File: config.mk
export PLATFORM = sky130hd
export DESIGN_NAME = pipe_stage_reg
export DESIGN_NICKNAME = d
export VERILOG_FILES = /design/src/rtl/pipe_stage_reg.sv
export SDC_FILE = /design/constraint.sdc
export NUM_CORES = 1
export LEC_CHECK = 0
export ABC_AREA = 1
export BUFFER_PORTS_ARGS = -buffer_cell sky130_fd_sc_hd__buf_2
export CAP_MARGIN = 20
export CORE_AREA = 5 5 156 158
export CTS_CLUSTER_SIZE = 28
export DETAILED_ROUTE_END_ITERATION = 8
export DIE_AREA = 0 0 161 163
export MAX_ROUTING_LAYER = met4
export PLACE_DENSITY_LB_ADDON = 0.15
export SLEW_MARGIN = 10
export SYNTH_ARGS = -nofsm -noshare
export SYNTH_HDL_FRONTEND = slang
export SYNTH_SLANG_ARGS = --single-unit
File: constraint.sdc
create_clock -name Clk -period 1.9 [get_ports Clk]
set_input_delay 0.19 -clock Clk [delete_from_list [all_inputs] [get_ports Clk]]
set_output_delay 0.19 -clock Clk [all_outputs]
set_load 0.03 [all_outputs]
File: src/rtl/pipe_stage_reg.sv
`default_nettype none
// ============================================================================
// Module   : pipe_stage_reg
// Brief    : Inter-stage pipeline register carrying IR, PC+4 and a payload
//            bus with a valid/ready handshake, flush and a 2-entry skid
//            buffer. In_Ready is registered, so there is no combinational
//            path from Out_Ready back to the upstream stage.
//            Optional statistics counters are enabled by defining the
//            macro PIPE_STAGE_STATS_EN.
// Revision : 1.0 - initial release
// ============================================================================
module pipe_stage_reg #(
    parameter int          IR_W     = 32,
    parameter int          PC_W     = 32,
    parameter int          DATA_W   = 64,
    parameter logic [31:0] PC_RESET = 32'h0000_3000
) (
    input  logic              Clk,
    input  logic              Reset,
    input  logic              Flush,
    input  logic              In_Valid,
    output logic              In_Ready,
    input  logic [IR_W-1:0]   IR_I,
    input  logic [PC_W-1:0]   PC4_I,
    input  logic [DATA_W-1:0] DATA_I,
    output logic              Out_Valid,
    input  logic              Out_Ready,
    output logic [IR_W-1:0]   IR_O,
    output logic [PC_W-1:0]   PC4_O,
    output logic [DATA_W-1:0] DATA_O
`ifdef PIPE_STAGE_STATS_EN
    ,
    output logic [31:0]       Stall_Cnt,
    output logic [31:0]       Bubble_Cnt,
    output logic [31:0]       Flush_Cnt
`endif
);

    localparam logic [PC_W-1:0] c_pc_reset = PC_W'(PC_RESET);

    logic              main_valid_q, main_valid_d;
    logic              skid_valid_q, skid_valid_d;
    logic              in_ready_q,   in_ready_d;
    logic [IR_W-1:0]   main_ir_q,    main_ir_d;
    logic [PC_W-1:0]   main_pc4_q,   main_pc4_d;
    logic [DATA_W-1:0] main_data_q,  main_data_d;
    logic [IR_W-1:0]   skid_ir_q,    skid_ir_d;
    logic [PC_W-1:0]   skid_pc4_q,   skid_pc4_d;
    logic [DATA_W-1:0] skid_data_q,  skid_data_d;

    logic accept;
    logic emit;

    assign accept = In_Valid & in_ready_q;
    assign emit   = main_valid_q & Out_Ready;

    // Next-state of the two entries: main/skid occupancy drives where an
    // accepted entry lands, and the skid always drains into main first.
    always_comb begin
        main_valid_d = main_valid_q;
        skid_valid_d = skid_valid_q;
        main_ir_d    = main_ir_q;
        main_pc4_d   = main_pc4_q;
        main_data_d  = main_data_q;
        skid_ir_d    = skid_ir_q;
        skid_pc4_d   = skid_pc4_q;
        skid_data_d  = skid_data_q;

        case ({main_valid_q, skid_valid_q})
            2'b00: begin
                if (accept) begin
                    main_valid_d = 1'b1;
                    main_ir_d    = IR_I;
                    main_pc4_d   = PC4_I;
                    main_data_d  = DATA_I;
                end
            end
            2'b10: begin
                if (accept && emit) begin
                    main_ir_d   = IR_I;
                    main_pc4_d  = PC4_I;
                    main_data_d = DATA_I;
                end else if (accept) begin
                    skid_valid_d = 1'b1;
                    skid_ir_d    = IR_I;
                    skid_pc4_d   = PC4_I;
                    skid_data_d  = DATA_I;
                end else if (emit) begin
                    main_valid_d = 1'b0;
                end
            end
            2'b11: begin
                if (emit) begin
                    skid_valid_d = 1'b0;
                    main_ir_d    = skid_ir_q;
                    main_pc4_d   = skid_pc4_q;
                    main_data_d  = skid_data_q;
                end
            end
            default: begin
                // Skid valid without main valid cannot be reached; drop it.
                main_valid_d = 1'b0;
                skid_valid_d = 1'b0;
            end
        endcase

        // Squash discards both entries and any same-cycle accept.
        if (Flush) begin
            main_valid_d = 1'b0;
            skid_valid_d = 1'b0;
            main_ir_d    = '0;
            main_pc4_d   = c_pc_reset;
            main_data_d  = '0;
            skid_ir_d    = '0;
            skid_pc4_d   = '0;
            skid_data_d  = '0;
        end

        in_ready_d = ~skid_valid_d;
    end

    // Entry storage and registered ready; reset overrides everything.
    always_ff @(posedge Clk) begin
        if (Reset) begin
            main_valid_q <= 1'b0;
            skid_valid_q <= 1'b0;
            in_ready_q   <= 1'b1;
            main_ir_q    <= '0;
            main_pc4_q   <= c_pc_reset;
            main_data_q  <= '0;
            skid_ir_q    <= '0;
            skid_pc4_q   <= '0;
            skid_data_q  <= '0;
        end else begin
            main_valid_q <= main_valid_d;
            skid_valid_q <= skid_valid_d;
            in_ready_q   <= in_ready_d;
            main_ir_q    <= main_ir_d;
            main_pc4_q   <= main_pc4_d;
            main_data_q  <= main_data_d;
            skid_ir_q    <= skid_ir_d;
            skid_pc4_q   <= skid_pc4_d;
            skid_data_q  <= skid_data_d;
        end
    end

    assign In_Ready  = in_ready_q;
    assign Out_Valid = main_valid_q;
    // An empty stage presents a nop; PC4/DATA keep the last main value.
    assign IR_O      = main_valid_q ? main_ir_q : '0;
    assign PC4_O     = main_pc4_q;
    assign DATA_O    = main_data_q;

`ifdef PIPE_STAGE_STATS_EN
    logic [31:0] stall_cnt_q,  stall_cnt_d;
    logic [31:0] bubble_cnt_q, bubble_cnt_d;
    logic [31:0] flush_cnt_q,  flush_cnt_d;

    // Event counters; they wrap naturally and survive Flush.
    always_comb begin
        stall_cnt_d  = stall_cnt_q;
        bubble_cnt_d = bubble_cnt_q;
        flush_cnt_d  = flush_cnt_q;
        if (main_valid_q && !Out_Ready) begin
            stall_cnt_d = stall_cnt_q + 32'd1;
        end
        if (!main_valid_q) begin
            bubble_cnt_d = bubble_cnt_q + 32'd1;
        end
        if (Flush && (main_valid_q || skid_valid_q)) begin
            flush_cnt_d = flush_cnt_q + 32'd1;
        end
    end

    // Counter registers, cleared only by Reset.
    always_ff @(posedge Clk) begin
        if (Reset) begin
            stall_cnt_q  <= '0;
            bubble_cnt_q <= '0;
            flush_cnt_q  <= '0;
        end else begin
            stall_cnt_q  <= stall_cnt_d;
            bubble_cnt_q <= bubble_cnt_d;
            flush_cnt_q  <= flush_cnt_d;
        end
    end

    assign Stall_Cnt  = stall_cnt_q;
    assign Bubble_Cnt = bubble_cnt_q;
    assign Flush_Cnt  = flush_cnt_q;
`else
    // Statistics disabled: no counter state is built.
`endif

endmodule
`default_nettype wire

==> impl_metrics.tcl, run 1 <==
set metrics [dict create \
    gp_congestion 0.801 \
    synthToLayoutAreaGrowth_pct 26.9 \
    postCtsSetupBuffers 0 \
    cts.sinks 259 \
    slew-limit-headroom_pct 67.5 \
    power_mw 12.8 \
    drcViolationCount 0 \
    setup_viol 0 \
    syn_area_um2 12300 \
    min_path_cells 4 \
    wl_met3_um 1880 \
    post-route-period-util_pct 91.8 \
    drv_slew 0 \
    synth_compound_area_share_pct 0.0608 \
    rsz0062_at_grt "no" \
    drt_first_pass_iters 7 \
    ioPinCount 263 \
    nets 2409 \
    grt_start_max_net_pins 105 \
    end_kind "primary output" \
    min_path_type "in2reg" \
    irDropWorstVdd_uv 581 \
    ys_warn_count 0 \
    m1WireLength_um 14800 \
    drive_gt1_share_pct 14.8 \
    dieArea_um2 26200 \
    finalCriticalPeriod_ps 1740 \
    avgRoutedWirePerCell_um 12.8 \
    cap_violations 0 \
    initial_core_util_pct 53.7 \
    dr.max_layer_used "met4" \
    cts_buffers 28 \
    grt.total_usage_pct 25.1 \
    dr.first_iter.drc_count 941 \
    synth_fp_nets 2137 \
    synth_top_family_by_area "simple AND/OR/NAND/NOR gates" \
    regToRegEndpoint "DATA_O[55]" \
    ant_nets 0 \
    critPathKind "reg2out" \
    vias_per_cell 4.81 \
    synth.area.mux_share_pct 0 \
    coreArea_um2 23000 \
    yosys.cell_types.count 13 \
    max_clock_freq_ghz 0.573 \
    cts_tree "built" \
    grt_pass1_wl_um 55100 \
    reg2reg_depth 6 \
    synth.yosys.seq_area_share_pct 42.0 \
    worst-endpoint-required_ps 1710 \
    vias 12500 \
    synthAdderAreaFrac_pct 0 \
    timing.rr.start "skid_valid_q" \
    finish.utilization_pct 68.1 \
    synth-xor-area-share_pct 0 \
    finalHoldViolations 0 \
    worst-endpoint-arrival_ps 1550 \
    drt-total-wl_um 33100 \
    outcome "finished clean" \
    die_h_um 163 \
    die_w_um 161 \
    clock_path_buffers 3 \
    worstPathMaxFanout 13 \
    hp-start "PC4_I[12]" \
    io_buffers 262 \
    synthSimpleGateAreaFrac_pct 48.1 \
    htreeDepth 1 \
    start_kind "flop" \
    ys_ff_latch 259 \
    postSynthAreaPerCell_um2 6.16 \
    tightestPinTransition_ps 487 \
    cts-root-buf "clkbuf_16" \
    overflow 0 \
    reg2reg_slack_ps 190 \
    final.setup.tns_ps 0 \
    met2_length_um 15600 \
    postSynthCellCount 2004 \
    min_to "skid_pc4_q[12]" \
    dp_hpwl_um 19700 \
    insertion_delay_ps 530 \
    antenna_found_initial 1 \
    clk_pin_slew_ps 60 \
    leakage_nw 7.88 \
    power.density_nw_per_um2 817 \
    fin_worst_skew_ps 5.93 \
    grt_pass1_vias 11600 \
    std_cell_rows 56 \
]
[metrics by stage]
step / setup WS [ps] / area, um^2 / hold WS, ps / cells
global route: 69.8 / 15700 / 10.4 / 2588
floorplan: 294 / 12300 / 416 / 2004
global placement: 305 / 13900 / 448 / 2454
CTS: 10.4 / 15700 / 0.0542 / 2587
detailed placement: 236 / 13900 / 456 / 2454
finish: 156 / 15700 / 9.85 / 2588
[worst max path at each step]
stage	start	end	slack, ps
finish	Out_Valid	IR_O[25]	160
global route	Out_Valid	IR_O[25]	70
CTS	Out_Valid	IR_O[30]	10
detailed placement	Out_Valid	skid_data_q[35]	240
global placement	skid_valid_q	PC4_O[4]	300
floorplan	Out_Valid	PC4_O[12]	290
[critical path: stages, from the launching register on]
cell and delay (ps):
dfxtp_2 400, buf_4 230, nand2_1 80, inv_1 90, buf_2 210
[final cells by class]
class | instances | area (um^2)
multi-input cells | 1451 | 5980
fillers | 2060 | 7320
clock buffers | 47 | 893
diodes | 1 | 2.50
inverters | 165 | 624
clock inverters | 4 | 45.0
repair buffers | 371 | 2560
well taps | 290 | 363
flip-flops and latches | 259 | 5190
[synthesized netlist by cell type]
library cell | n | share of area, %
inv_1 | 163 | 5.0
dfxtp_1 | 259 | 42
nor2_1 | 510 | 16
buf_1 | 8 | 0.24
nand2_1 | 803 | 24
clkbuf_1 | 45 | 1.4
inv_2 | 2 | 0.061
buf_4 | 7 | 0.43
o21a_1 | 1 | 0.061
nor3_1 | 1 | 0.041
nand3_1 | 8 | 0.32
nand3b_1 | 128 | 7.8
buf_2 | 69 | 2.8
[sequential cells by signal, summed over array words and instances, names as in the netlist]
| name | count |
|---|---|
| DATA_O | 64 |
| In_Ready | 1 |
| Out_Valid | 1 |
| PC4_O | 32 |
| main_ir_q | 32 |
| skid_data_q | 64 |
| skid_ir_q | 32 |
| skid_pc4_q | 32 |
| skid_valid_q | 1 |
[repair_timing]
| action | CTS | global route |
|---|---|---|
| endpoints found under the hold margin | 140 | 0 |
| hold buffers | 82 | 0 |
| endpoints found under the setup margin | 0 | 23 |
| gates resized for setup | 0 | 2 |
[cell families (layout without fill, tap and decap cells)]
group | Yosys count | count (layout)
AND/OR/NAND/NOR | 1450 | 1450
buffers and inverters | 294 | 587
flip-flops | 259 | 259
AO/OA/AOI/OAI | 1 | 1
other | 0 | 1
[where the power goes]
| part | leakage, nW | total, mW | switching, mW | internal [mW] |
|---|---|---|---|---|
| Combinational | 5.31 | 1.65 | 1.00 | 0.652 |
| Clock | 0.465 | 5.47 | 2.16 | 3.31 |
| Sequential | 2.10 | 5.67 | 0.0806 | 5.59 |
[cell usage in the layout, fill, tap and decap left out, drive strengths merged, types with 3 or more instances in the layout]
cell type,Yosys,final
nand3b,128,128
buf,84,289
clkbuf,45,47
nand3,8,8
nor2,510,510
inv,165,165
clkinv,0,3
nand2,803,803
dlygate4sd3,0,82
dfxtp,259,259
[layer usage]
metal / vias up / global-route usage, %
met5: - / -
met1: 5616 / 32.0
met2: 320 / 42.2
met4: 0 / 6.98
li1: 6456 / -
met3: 60 / 3.39
(Power assumes the default switching activity.)
==> run 2, diff against run 1 <==
--- a/config.mk
+++ b/config.mk
@@ -5,13 +5,12 @@
 export SDC_FILE = /design/constraint.sdc
 export NUM_CORES = 1
 export LEC_CHECK = 0
-export ABC_AREA = 1
 export BUFFER_PORTS_ARGS = -buffer_cell sky130_fd_sc_hd__buf_2
 export CAP_MARGIN = 20
-export CORE_AREA = 5 5 156 158
+export CORE_AREA = 5 5 151 153
 export CTS_CLUSTER_SIZE = 28
 export DETAILED_ROUTE_END_ITERATION = 8
-export DIE_AREA = 0 0 161 163
+export DIE_AREA = 0 0 156 158
 export MAX_ROUTING_LAYER = met4
 export PLACE_DENSITY_LB_ADDON = 0.15
 export SLEW_MARGIN = 10
==> run 2 against run 1 <==
Wire length increased by 17%. Sequential power about the same. Worst hold slack improved by 74 ps. Register-to-register slack improved by 40 ps. Non-clock buffer count increased by 60. Utilization increased by 1.5 points. Critical path depth decreased by 1. Sequential share of layout area increased by 1.7 points. Clock skew increased by 7.8 ps. Count of clock-buffer cells in the layout decreased by 4. Area after synthesis decreased by 8.9%. Power decreased by 4.2%.
==> impl_metrics.tcl, run 2 <==
set metrics [dict create \
    cts_tree "built" \
    hp-start "Out_Ready" \
    final_common_cell "buf_2" \
    power_mw 12.3 \
    insertion_delay_ps 530 \
    std_cell_rows 54 \
    post-place-ws_ps 289 \
    avgRoutedWirePerCell_um 19.7 \
    synth-edff-count 0 \
    finish.utilization_pct 69.6 \
    drt-total-wl_um 38700 \
    yosysMostFrequentCell "dfxtp_1" \
    ys_ff_latch 259 \
    synth.yosys.seq_area_share_pct 46.1 \
    leakage_nw 5.81 \
    worst-endpoint-required_ps 1710 \
    cap_violations 0 \
    synth_top_cell_by_area "dfxtp_1" \
    postSynthAreaPerCell_um2 8.07 \
    initial_core_util_pct 52.5 \
    ant_nets 0 \
    dp_hpwl_um 21000 \
    setup_viol 0 \
    synthToLayoutAreaGrowth_pct 32.6 \
    drv_slew 0 \
    yosys.cell_types.count 23 \
    timing.rr.start "Out_Valid" \
    clk_pin_slew_ps 60 \
    dieArea_um2 24600 \
    slowest_delay_ps 460 \
    rsz0062_at_grt "yes" \
    postCtsSetupBuffers 0 \
    synthFlopType "dfxtp_1" \
    finalHoldViolations 0 \
    start_kind "flop" \
    worstPathMaxFanout 53 \
    grt_start_max_net_pins 117 \
    ys_warn_count 0 \
    drt_first_pass_iters 6 \
    vias_per_cell 6.33 \
    grt.total_usage_pct 30.4 \
    htreeDepth 1 \
    postSynthCellCount 1393 \
    dr.first_iter.drc_count 1179 \
    setup_ws_ps 44.8 \
    critPathKind "reg2out" \
    overflow 0 \
    cts-root-buf "clkbuf_16" \
    drcViolationCount 0 \
    reg2reg_slack_ps 230 \
    async_reset_ff_share_pct 0 \
    clock_path_buffers 3 \
    coreArea_um2 21400 \
    slowest_stage "dfxtp_4" \
    min_to "Out_Valid" \
    ioPinCount 263 \
    nets 1798 \
    worst-endpoint-arrival_ps 1670 \
    synth_fp_nets 1526 \
    io_buffers 262 \
    grt_pass1_wl_um 61100 \
    path_delay_family "flip-flops" \
    gp_congestion 0.783 \
    cts_buffers 27 \
    tightestPinTransition_ps 588 \
    holdWs_ps 84.2 \
    synth_top_area_share_pct 46.1 \
    fin_worst_skew_ps 13.7 \
    post-route-period-util_pct 97.6 \
    cp_num_buf_inv 2 \
    final.setup.tns_ps 0 \
    drive_gt1_share_pct 20.6 \
    die_w_um 156 \
    slew-limit-headroom_pct 60.8 \
    cts.sinks 259 \
    vias 12400 \
    min_path_cells 4 \
    irDropWorstVdd_uv 630 \
    min_path_type "in2reg" \
    max_clock_freq_ghz 0.539 \
    num-fill-cells 1732 \
    antenna_found_initial 1 \
    power.density_nw_per_um2 822 \
    mostFrequentLayoutCells "buf_2, dfxtp_1, nand3_1" \
    finalCriticalPeriod_ps 1860 \
    regToRegEndpoint "main_ir_q[14]" \
    outcome "finished clean" \
    syn_area_um2 11200 \
    grt_pass1_vias 12000 \
    reg2reg_depth 4 \
    end_kind "primary output" \
    path_cells "buf_12 > and2_1 > buf_2" \
    synth_area_leaders "dfxtp_1, nand3_1, a311oi_1, a31oi_1, a21oi_1" \
    synthTopCellsByCount "dfxtp_1, nand3_1, a21oi_1" \
    die_h_um 158 \
]
==> run 2: cell count changes after synthesis, moves of 84 or more <==
cell      before  now
nor2_1       510    3
nand2_1      803  127
inv_1        163    2
nand3_1        8  256
a31oi_1        0  126
clkbuf_1      45  129
o21ai_0        0  129
nand3b_1     128    1
a21oi_1        0  132
a311oi_1       0  126
==> run 2: how the worst max path moves through the flow <==
stage,from,to,slack [ps],depth (start not counted)
after floorplan,Out_Valid,IR_O[14],170,4
after global placement,skid_valid_q,DATA_O[18],350,4
after detailed placement,skid_valid_q,main_ir_q[14],290,4
after CTS,Out_Valid,IR_O[15],30,3
after global routing,Out_Valid,IR_O[29],-30,3
final,Out_Valid,IR_O[29],40,3
==> run 2: worst reg2reg max path: stages (launching register included) <==
cell and delay [ps]:
dfxtp_4 460, nand2b_4 300, buf_12 300, a31oi_1 210
a311oi_1 300
==> run 2: repair_timing <==
action / in CTS / in global routing
gates resized for setup: 4 / 4
gates cloned: 0 / 0
hold endpoints to repair: 256 / 0
hold buffers: 130 / 0
endpoints found under the setup margin: 22 / 7
==> run 2: cell families (layout without fill, tap and decap cells) <==
group           count (synthesis)  after routing  synth area share [%]
buf+inv                       190            478                  7.10
other cells                     0              2                     0
flops                         259            259                  46.1
compound gates                518            518                  28.8
simple gates                  426            426                  18.0
==> run 2: through the flow <==
stage               instances  area (um^2)
finish                   1963        14900
CTS                      1961        14900
floorplan                1393        11200
detailed placement       1786        12800
global route             1962        14900
global placement         1786        12800
==> run 2: area by class of cell <==
| cell class | instances | area (um^2) | area share, % |
|---|---|---|---|
| diodes | 2 | 5.00 | 0.0336 |
| clock buffers | 43 | 806 | 5.40 |
| clock inverters | 2 | 10.0 | 0.0671 |
| inverters | 2 | 7.51 | 0.0503 |
| multi-input cells | 944 | 5320 | 35.6 |
| flip-flops and latches | 259 | 5190 | 34.8 |
| well taps | 280 | 350 | 2.35 |
| repair buffers | 431 | 3220 | 21.6 |
==> run 2: report_power, final <==
group / total, mW / switching [mW] / internal [mW]
combinational: 1.60 / 0.985 / 0.620
clock: 4.99 / 2.12 / 2.87
sequential: 5.66 / 0.0874 / 5.57
total: 12.3 / 3.20 / 9.06
==> run 2: layer usage <==
| metal | vias to the layer above | global-route usage [%] | wire length [um] |
|---|---|---|---|
| met3 | 110 | 4.35 | 3470 |
| met1 | 5898 | 38.6 | 15500 |
| met2 | 671 | 49.1 | 18400 |
| met4 | 0 | 12.3 | 1330 |
| li1 | 5756 | - | - |
| met5 | - | - | 0 |
